$ cat config.mk
export PLATFORM = sky130hd
export DESIGN_NAME = sys_mem_rd_arbiter
export DESIGN_NICKNAME = d
export VERILOG_FILES = /design/src/rtl/sys_mem_rd_arbiter.sv
export SDC_FILE = /design/constraint.sdc
export NUM_CORES = 1
export LEC_CHECK = 0
export ABC_CLOCK_PERIOD_IN_PS = 6600
export BUFFER_PORTS_ARGS = -buffer_cell sky130_fd_sc_hd__buf_2
export CORE_AREA = 2 2 499 501
export CTS_CLUSTER_DIAMETER = 100
export CTS_CLUSTER_SIZE = 28
export DETAILED_ROUTE_END_ITERATION = 16
export DIE_AREA = 0 0 501 503
export PLACE_DENSITY = 0.3
export REMOVE_ABC_BUFFERS = 1
export SYNTH_ARGS = -nofsm -noshare
export SYNTH_HDL_FRONTEND = slang
export SYNTH_HIERARCHICAL = 1
export SYNTH_SLANG_ARGS = --single-unit
$ cat constraint.sdc
create_clock -name clk_intf -period 6.6 [get_ports clk_intf]
set_clock_uncertainty 0.1 [all_clocks]
set_input_delay 0.99 -clock clk_intf [delete_from_list [all_inputs] [get_ports clk_intf]]
set_output_delay 0.99 -clock clk_intf [all_outputs]
set_load 0.01 [all_outputs]
$ cat src/rtl/sys_mem_rd_arbiter.sv
// sys_mem_rd_arbiter: N-channel round-robin system-memory read arbiter.
// One transfer in flight at a time. The winning channel's address and length
// are latched and presented to the AXI read master. Returned beats are
// registered and steered to that channel's write strobe.
// Optional feature macro: SYS_MEM_RD_ARB_TIMEOUT_EN adds a per-channel rd_err
// output and a DATA-phase watchdog of C_TIMEOUT beat-less cycles.

// Per-channel handshake/strobe registers, one instance per requester.
module sys_mem_rd_arb_ch (
  input  logic clk_intf,
  input  logic rst,
  input  logic ack_set,   // this channel wins arbitration this cycle
  input  logic own,       // this channel holds the current grant
  input  logic beat,      // accepted beat in DATA
  input  logic cmpl_ev,   // FSM in CMPL
`ifdef SYS_MEM_RD_ARB_TIMEOUT_EN
  input  logic err_ev,    // current transfer ended by the watchdog
  output logic err,
`endif
  output logic ack,
  output logic in_prog,
  output logic cmpl,
  output logic wren
);

  // Every output is registered and pulses are one cycle wide.
  always_ff @(posedge clk_intf) begin
    if (rst) begin
      ack     <= 1'b0;
      in_prog <= 1'b0;
      cmpl    <= 1'b0;
      wren    <= 1'b0;
`ifdef SYS_MEM_RD_ARB_TIMEOUT_EN
      err     <= 1'b0;
`endif
    end else begin
      ack  <= ack_set;
      wren <= own && beat;
      cmpl <= own && cmpl_ev;
`ifdef SYS_MEM_RD_ARB_TIMEOUT_EN
      err  <= own && cmpl_ev && err_ev;
`endif
      if (ack_set)
        in_prog <= 1'b1;
      else if (own && cmpl_ev)
        in_prog <= 1'b0;
    end
  end

endmodule

module sys_mem_rd_arbiter #(
  parameter int C_NUM_CH   = 4,
  parameter int C_ADDR_WTH = 32,
  parameter int C_LEN_WTH  = 16,
  parameter int C_DATA_WTH = 512,
  parameter int C_TIMEOUT  = 1024
) (
  input  logic                             clk_intf,
  input  logic                             rst,
  input  logic [C_NUM_CH-1:0]              rd_req,
  input  logic [C_NUM_CH*C_ADDR_WTH-1:0]   rd_addr,
  input  logic [C_NUM_CH*C_LEN_WTH-1:0]    rd_len,
  output logic [C_NUM_CH-1:0]              rd_req_ack,
  output logic [C_NUM_CH-1:0]              rd_in_prog,
  output logic [C_NUM_CH-1:0]              rd_cmpl,
`ifdef SYS_MEM_RD_ARB_TIMEOUT_EN
  output logic [C_NUM_CH-1:0]              rd_err,
`endif
  output logic                             mst_req,
  output logic [C_ADDR_WTH-1:0]            mst_addr,
  output logic [C_LEN_WTH-1:0]             mst_len,
  input  logic                             mst_ack,
  input  logic                             mst_rd_vld,
  input  logic [C_DATA_WTH-1:0]            mst_rd_data,
  output logic [C_NUM_CH-1:0]              ch_wren,
  output logic [C_DATA_WTH-1:0]            ch_datain
);

  localparam int PW = $clog2(C_NUM_CH);
  localparam logic [C_LEN_WTH-1:0] LEN_ONE = C_LEN_WTH'(1);

  if (C_NUM_CH < 2 || C_TIMEOUT < 2) begin : g_bad_cfg
    $error("sys_mem_rd_arbiter: C_NUM_CH and C_TIMEOUT must be >= 2");
  end

  typedef enum logic [1:0] {IDLE, REQ, DATA, CMPL} state_t;

  typedef struct packed {
    logic [C_ADDR_WTH-1:0] addr;
    logic [C_LEN_WTH-1:0]  len;
  } req_t;

  // Packed views of the flat request buses; channel i lands at index i.
  logic [C_NUM_CH-1:0][C_ADDR_WTH-1:0] addr_a;
  logic [C_NUM_CH-1:0][C_LEN_WTH-1:0]  len_a;
  assign addr_a = rd_addr;
  assign len_a  = rd_len;

  state_t               state_q, state_d;
  req_t                 cur_q;
  logic [PW-1:0]        g_q, ptr_q, win;
  logic                 win_vld;
  logic [C_LEN_WTH-1:0] cnt_q, cnt_nxt;
  logic                 grant_fire, beat_fire, last_beat, cmpl_fire;

  // Round-robin pick: first requester at or above ptr, wrapping.
  always_comb begin
    win     = '0;
    win_vld = 1'b0;
    for (int i = 0; i < C_NUM_CH; i++) begin
      int idx;
      idx = int'(ptr_q) + i;
      if (idx >= C_NUM_CH) idx = idx - C_NUM_CH;
      if (!win_vld && rd_req[idx]) begin
        win_vld = 1'b1;
        win     = PW'(idx);
      end
    end
  end

  assign cnt_nxt    = cnt_q + LEN_ONE;
  assign grant_fire = (state_q == IDLE) && win_vld;
  assign beat_fire  = (state_q == DATA) && mst_rd_vld;
  assign last_beat  = beat_fire && (cnt_nxt == cur_q.len);
  assign cmpl_fire  = (state_q == CMPL);

  assign mst_req  = (state_q == REQ);
  assign mst_addr = cur_q.addr;
  assign mst_len  = cur_q.len;

`ifdef SYS_MEM_RD_ARB_TIMEOUT_EN
  localparam int WDW = $clog2(C_TIMEOUT + 1);
  localparam logic [WDW-1:0] WD_LAST = WDW'(C_TIMEOUT - 1);
  logic [WDW-1:0] wd_q;
  logic           wd_hit, err_q;
  // The C_TIMEOUT-th consecutive beat-less DATA cycle ends the transfer.
  assign wd_hit = (state_q == DATA) && !mst_rd_vld && (wd_q == WD_LAST);
`endif

  // FSM state register.
  always_ff @(posedge clk_intf) begin
    if (rst) state_q <= IDLE;
    else     state_q <= state_d;
  end

  // FSM next-state decode.
  always_comb begin
    state_d = state_q;
    unique case (state_q)
      IDLE: if (win_vld) state_d = REQ;
      REQ:  if (mst_ack) state_d = (cur_q.len == '0) ? CMPL : DATA;
      DATA: begin
        if (last_beat) state_d = CMPL;
`ifdef SYS_MEM_RD_ARB_TIMEOUT_EN
        else if (wd_hit) state_d = CMPL;
`endif
      end
      CMPL: state_d = IDLE;
      default: state_d = IDLE;
    endcase
  end

  // Grant latch, beat counter, shared data register and round-robin pointer.
  always_ff @(posedge clk_intf) begin
    if (rst) begin
      g_q       <= '0;
      ptr_q     <= '0;
      cur_q     <= '0;
      cnt_q     <= '0;
      ch_datain <= '0;
    end else begin
      if (grant_fire) begin
        g_q   <= win;
        cur_q <= '{addr: addr_a[win], len: len_a[win]};
        cnt_q <= '0;
      end
      if (beat_fire) begin
        cnt_q     <= cnt_nxt;
        ch_datain <= mst_rd_data;
      end
      if (cmpl_fire)
        ptr_q <= (g_q == PW'(C_NUM_CH - 1)) ? '0 : g_q + PW'(1);
    end
  end

`ifdef SYS_MEM_RD_ARB_TIMEOUT_EN
  // Watchdog restarts on every beat and outside DATA; err_q flags a timed-out transfer.
  always_ff @(posedge clk_intf) begin
    if (rst) begin
      wd_q  <= '0;
      err_q <= 1'b0;
    end else begin
      if (state_q != DATA || mst_rd_vld) wd_q <= '0;
      else                               wd_q <= wd_q + WDW'(1);
      if (wd_hit)         err_q <= 1'b1;
      else if (cmpl_fire) err_q <= 1'b0;
    end
  end
`endif

  for (genvar i = 0; i < C_NUM_CH; i++) begin : g_ch
    sys_mem_rd_arb_ch u_ch (
      .clk_intf (clk_intf),
      .rst      (rst),
      .ack_set  (grant_fire && (win == PW'(i))),
      .own      (g_q == PW'(i)),
      .beat     (beat_fire),
      .cmpl_ev  (cmpl_fire),
`ifdef SYS_MEM_RD_ARB_TIMEOUT_EN
      .err_ev   (err_q),
      .err      (rd_err[i]),
`endif
      .ack      (rd_req_ack[i]),
      .in_prog  (rd_in_prog[i]),
      .cmpl     (rd_cmpl[i]),
      .wren     (ch_wren[i])
    );
  end

endmodule

== After elaboration in Yosys (flattened, before gate mapping) ==
Cells that the tools add are included.
Operators by class
  reduce and logical (&&, ||, !) cells: 31
  add/sub/neg operators: 9
  multiplexer cells: 44
  $lt $le $gt $ge: 9
  eq/ne operators: 13
Operators by type and width (number)
  $mux W32: 5
  $lt A32 B4 Y1 const B: 4
  $bmux W32 S2: 1
  $mux W16: 3
  $bmux W16 S2: 1
  $mux W1: 21
  $logic_and A1 B1 Y1: 18
  $add A16 B1 Y16 const B: 1
  $eq A16 B16 Y1: 1
  $logic_not A16 Y1: 1
  $mux W2: 8
  $eq A2 B2 Y1 const B: 6
  $sub A3 B3 Y4 const B: 3
  $reduce_bool A2 Y1: 5
  $ge A3 B3 Y1 const B: 3
  $bmux W1 S2: 4
  $pmux W2 S4: 1
  $add A2 B2 Y3 const B: 2
  $eq A2 B1 Y1 const B: 3
  $logic_not A2 Y1: 3
  $ne A2 B2 Y1 const B: 2
  $sub A2 B3 Y4 const B: 1
  $add A2 B1 Y3 const B: 1
  $ge A2 B3 Y1 const B: 1
  5 further kinds: 7
Word-level totals
  output and inout bits: 577
  word-level logic and storage cells: 129
  bits in registers: 598
  bits of input ports: 712

== Logic depth before layout (Yosys ltp) ==
  depth in word-level cells: 18
  gate-level depth with buffers: 9

== Cells and area by module ==
The synthesis kept the hierarchy.
By module, submodules not included
  sys_mem_rd_arbiter: area an instance 22231.3 µm², times used 1, cells each 2903
  sys_mem_rd_arb_ch: area an instance 116.4 µm², times used 4, cells each 10

== Worst setup path before layout ==
OpenSTA, ideal clock, no wires.
  kind: input to register
  from: input rd_req[2]
  to: register cur_q (netlist bit mst_addr[21])
  path buffers: 2
  arrival time: 2.617 ns
  setup time: 0.070 ns
  cell stages on the path: 9
  slack: 3.813 ns
  cell sequence: nor2b_1 > o21ai_0 > o21ai_0 > nor2_1 > buf_2 > clkbuf_1 > nand2_1 > a311o_1 > a21oi_1
Between the ends
  word-level cells in the longest chain between the ends: 15
RTL lines
  start, declared: RTL line 61  | input logic [C_NUM_CH-1:0] rd_req,
  $bmux W1 S2: RTL line 115  | if (!win_vld && rd_req[idx]) begin
  $mux W1 (not written as such) (2 in a row): RTL line 115
  $mux W1: RTL line 115
  $logic_not A1 Y1: RTL line 115
  $logic_and A1 B1 Y1: RTL line 115
  $mux W1: RTL line 115
  $logic_not A1 Y1: RTL line 115
  $logic_and A1 B1 Y1: RTL line 115
  $mux W1: RTL line 115
  $logic_not A1 Y1: RTL line 115
  $logic_and A1 B1 Y1: RTL line 115
  $mux W2: RTL line 115
  $bmux W32 S2: RTL line 175  | cur_q <= '{addr: addr_a[win], len: len_a[win]};
  $mux W32 (not written as such): RTL line 175
  end signal, assigned: RTL line 175
  end, declared: RTL line 101  | req_t cur_q;
Parallel ways exist; a longest one is shown, timed or not. The select of a mux whose other input is x is not followed.
A chain may end at the register's enable or synchronous reset.

== Final worst setup path ==
  from: register state_q[0]
  to: register cnt_q[9]
Between the ends
  word-level cells in the longest chain between the ends: 3
RTL lines
  start, declared: RTL line 100  | state_t state_q, state_d;
  start signal, assigned: RTL line 144  | else state_q <= state_d;
  $eq A2 B2 Y1 / $logic_not A2 Y1 (equally long branches): RTL line 124, 123
  $logic_and A1 B1 Y1, on equally long branches: RTL line 124, 123
  $mux W16 / $reduce_bool A2 Y1 (equally long branches)
  end signal, assigned: RTL line 179  | cnt_q <= cnt_nxt;
  end, declared: RTL line 104  | logic [C_LEN_WTH-1:0] cnt_q, cnt_nxt;
Parallel ways exist; a longest one is shown, timed or not.

==> impl_metrics.json <==
{
  "power_density_nw_per_um2": 302,
  "critPathMaxStageDelay_ns": 0.77,
  "r2r_setup_slack_ns": 3.07,
  "vias": 25300,
  "initial_core_util_pct": 9.19,
  "hpwl_mm": 124,
  "synth-seq-area-share_pct": 52.7,
  "layout_min_cycle_time_ns": 3.53,
  "post_cts_buffers": 0,
  "reg2reg_from": "state_q[0]",
  "grt_max_degree": 152,
  "fin_area_um2": 34500,
  "grtUsageMet2_pct": 18.9,
  "clockBufferDepth": 3,
  "final_nets": 4790,
  "cts_tree": "done",
  "cts_sinks": 598,
  "placed_area_um2": 32700,
  "async_reset_ff_share_pct": 0,
  "setup_viol": 0,
  "n_fill_cell": 28700,
  "routed_wirelength_mm": 156,
  "cts_resized": 0,
  "die_area_um2": 252000,
  "ir_worst_vdd_mv": 0.182,
  "reg2reg_depth": 7,
  "clkSlewWorstSetupHoldPaths_ns": 0.10,
  "netlist_top_cells_area": "dfxtp_1 53%, nand2_1 20%, a21oi_1 13%",
  "synth.most_common_cell": "nand2_1",
  "ys_ff_latch": 598,
  "avgViaCountPerCell": 3.43,
  "syn-mean-instance-area_um2": 7.71,
  "drtIter0Drc": 1645,
  "start_kind": "register",
  "cts_made_buffers": 47,
  "mappedNetlistArea_um2": 22700,
  "cap_violations": 0,
  "fp-row-count": 183,
  "firstDrtPassIters": 5,
  "hold_path.startpoint": "ch_datain[98]",
  "fin_ws_ns": 3.07,
  "outcome": "finished, final reports clean",
  "core_um2": 247000,
  "worstMarginPinSlew_ns": 1.09,
  "synthFlopType": "dfxtp_1",
  "crit_path_end_kind": "register",
  "synth_edf_count": 0,
  "finalCritPeriodShare_pct": 53.5,
  "synth_top_cells_by_count": "1188 x nand2_1, 598 x dfxtp_1, 587 x a21oi_1",
  "grt_pass1_vias": 23800,
  "cpMaxStageDelayCell": "inv_8",
  "min_path_cells": 2,
  "crit_chain": "inv_1, ha_1, nand2_4, inv_8, buf_4, o21ai_0, a311oi_1",
  "clockRootBuffer": "clkbuf_16",
  "yosysTopAreaCell": "dfxtp_1",
  "hold_violations": 0,
  "post-route-drc-count": 0,
  "grt_pass1_wl_mm": 207,
  "path_class": "reg2reg",
  "cp.arrival_ns": 4.02,
  "grt_use_met3_pct": 5.05,
  "io_pins": 1289,
  "clock_latency_ns": 0.68,
  "rsz0062_at_grt": "false",
  "grt-ovfl-total": 0,
  "die_width_um": 501,
  "grt_usage_pct": 11.6,
  "syn_to_final_growth_pct": 52.2,
  "syn_inst": 2943,
  "place_ws_ns": 2.70,
  "gp_congestion": 0.855,
  "final_antenna_net_count": 0,
  "cts_hold_buf": 0,
  "min_delay_worst_endpoint": "ch_datain[98]",
  "synth_top_cell_area_share_pct": 52.7,
  "hold_slack_ns": 0.352,
  "htreeDepth": 2,
  "ys_warn_count": 6,
  "routedWlPerCell_um": 21.2,
  "synth_cell_type_count": 56,
  "use_met1_pct": 14.0,
  "finalMaxSlewViolations": 0,
  "maxSlewHeadroom_pct": 27.0,
  "crit_required_ns": 7.09,
  "top_usage_layer": "met2",
  "fmax_ghz": 0.283,
  "critPathMaxFanout": 102,
  "hold_class": "reg2reg",
  "p_leak_nw": 14.1,
  "r2r-end": "cnt_q[9]",
  "fp.dieH_um": 503,
  "layout-drive-gt1-share_pct": 34.6,
  "portBuffers": 1288,
  "antenna_found_initial": 121,
  "fin_cells": 7376,
  "placed_cells": 7257
}
## layout make-up
class / count / area, um^2 / share of cell area, %
sequential: 598 / 12000 / 34.7
multi-input combinational: 2099 / 9850 / 28.5
timing repair buffer: 1310 / 6760 / 19.6
tap: 3237 / 4050 / 11.7
clock buffer: 52 / 1240 / 3.58
clock inverter: 35 / 547 / 1.58
antenna: 32 / 80.1 / 0.232
inverter: 13 / 56.3 / 0.163
## metrics by stage
stage / util, % / setup TNS (ns) / total power, W
after floorplan: - / -8521.00 / 0.00559
after global placement: 13.2 / 0 / 0.00715
after detailed placement: 13.2 / 0 / 0.00715
after CTS: 14.0 / 0 / 0.0107
after global routing: 14.0 / 0 / 0.0111
final: 14.0 / 0 / 0.0104
## sequential cells by signal (all words and copies together) (netlist names)
name / cells
cnt_q: 16
ptr_q: 2
mst_addr: 32
g_ch.u_ch/in_prog: 4
state_q: 2
g_ch.u_ch/ack: 4
g_ch.u_ch/cmpl: 4
mst_len: 16
ch_datain: 512
g_q: 2
g_ch.u_ch/wren: 4
## critical path: cells and delay by family (launching register included)
kind            cells  cell delay, ns
buf+inv             3            1.54
flops               1            0.34
fa+ha+maj           1            0.38
compound gates      2            0.49
simple gates        1            0.46
## cell usage in the layout (no fill, tap or decap), types with 8 or more instances in the layout
cell type  synthesis  routed
xnor2_1           17      17
clkbuf_16          0      48
nor3_1             9       9
and2_1            40      40
nand2_1         1188    1187
and2_0             8       8
a211oi_1          50      50
nand3_1           10      10
dfxtp_1          598     598
a21oi_1          587     587
nor2_1            34      33
ha_1               9       9
buf_4              1      11
buf_12             0      11
a311o_1           48      48
buf_2              4    1287
diode_2            0      32
inv_1             12      12
o21ai_0           16      16
## power by group
part	internal [W]	switching [W]	total, W
registers	0.00403	0.000352	0.00439
clock network	0.00157	0.00188	0.00345
logic	0.000901	0.00170	0.00261
## cells by family after synthesis
logic type	after synthesis	synth area share [%]
xor+xnor	20	0.772
flops	598	52.7
compound gates	725	17.9
buf+inv	246	4.11
mux	2	0.0882
fa+ha+maj	9	0.496
simple gates	1343	23.8
## how the worst max path moves through the flow
stage	start	endpoint	slack, ns	cells past startpoint
after floorplan	mst_rd_vld	cnt_q[7]	-16.60	5
after global placement	rd_req[2]	mst_addr[1]	2.72	9
after detailed placement	rd_req[2]	mst_addr[20]	2.70	9
after CTS	state_q[0]	ch_datain[511]	2.95	7
after global routing	state_q[0]	ch_datain[511]	2.79	7
final	state_q[0]	cnt_q[9]	3.07	7
## metal layers
| metal | vias to the layer above | part of all wire, % |
|---|---|---|
| li1 | 12000 | - |
| met4 | 64 | 2.5 |
| met1 | 11900 | 41 |
| met3 | 239 | 11 |
| met2 | 1157 | 46 |
| met5 | - | 0.27 |
Power figures use the tool's default switching activity.
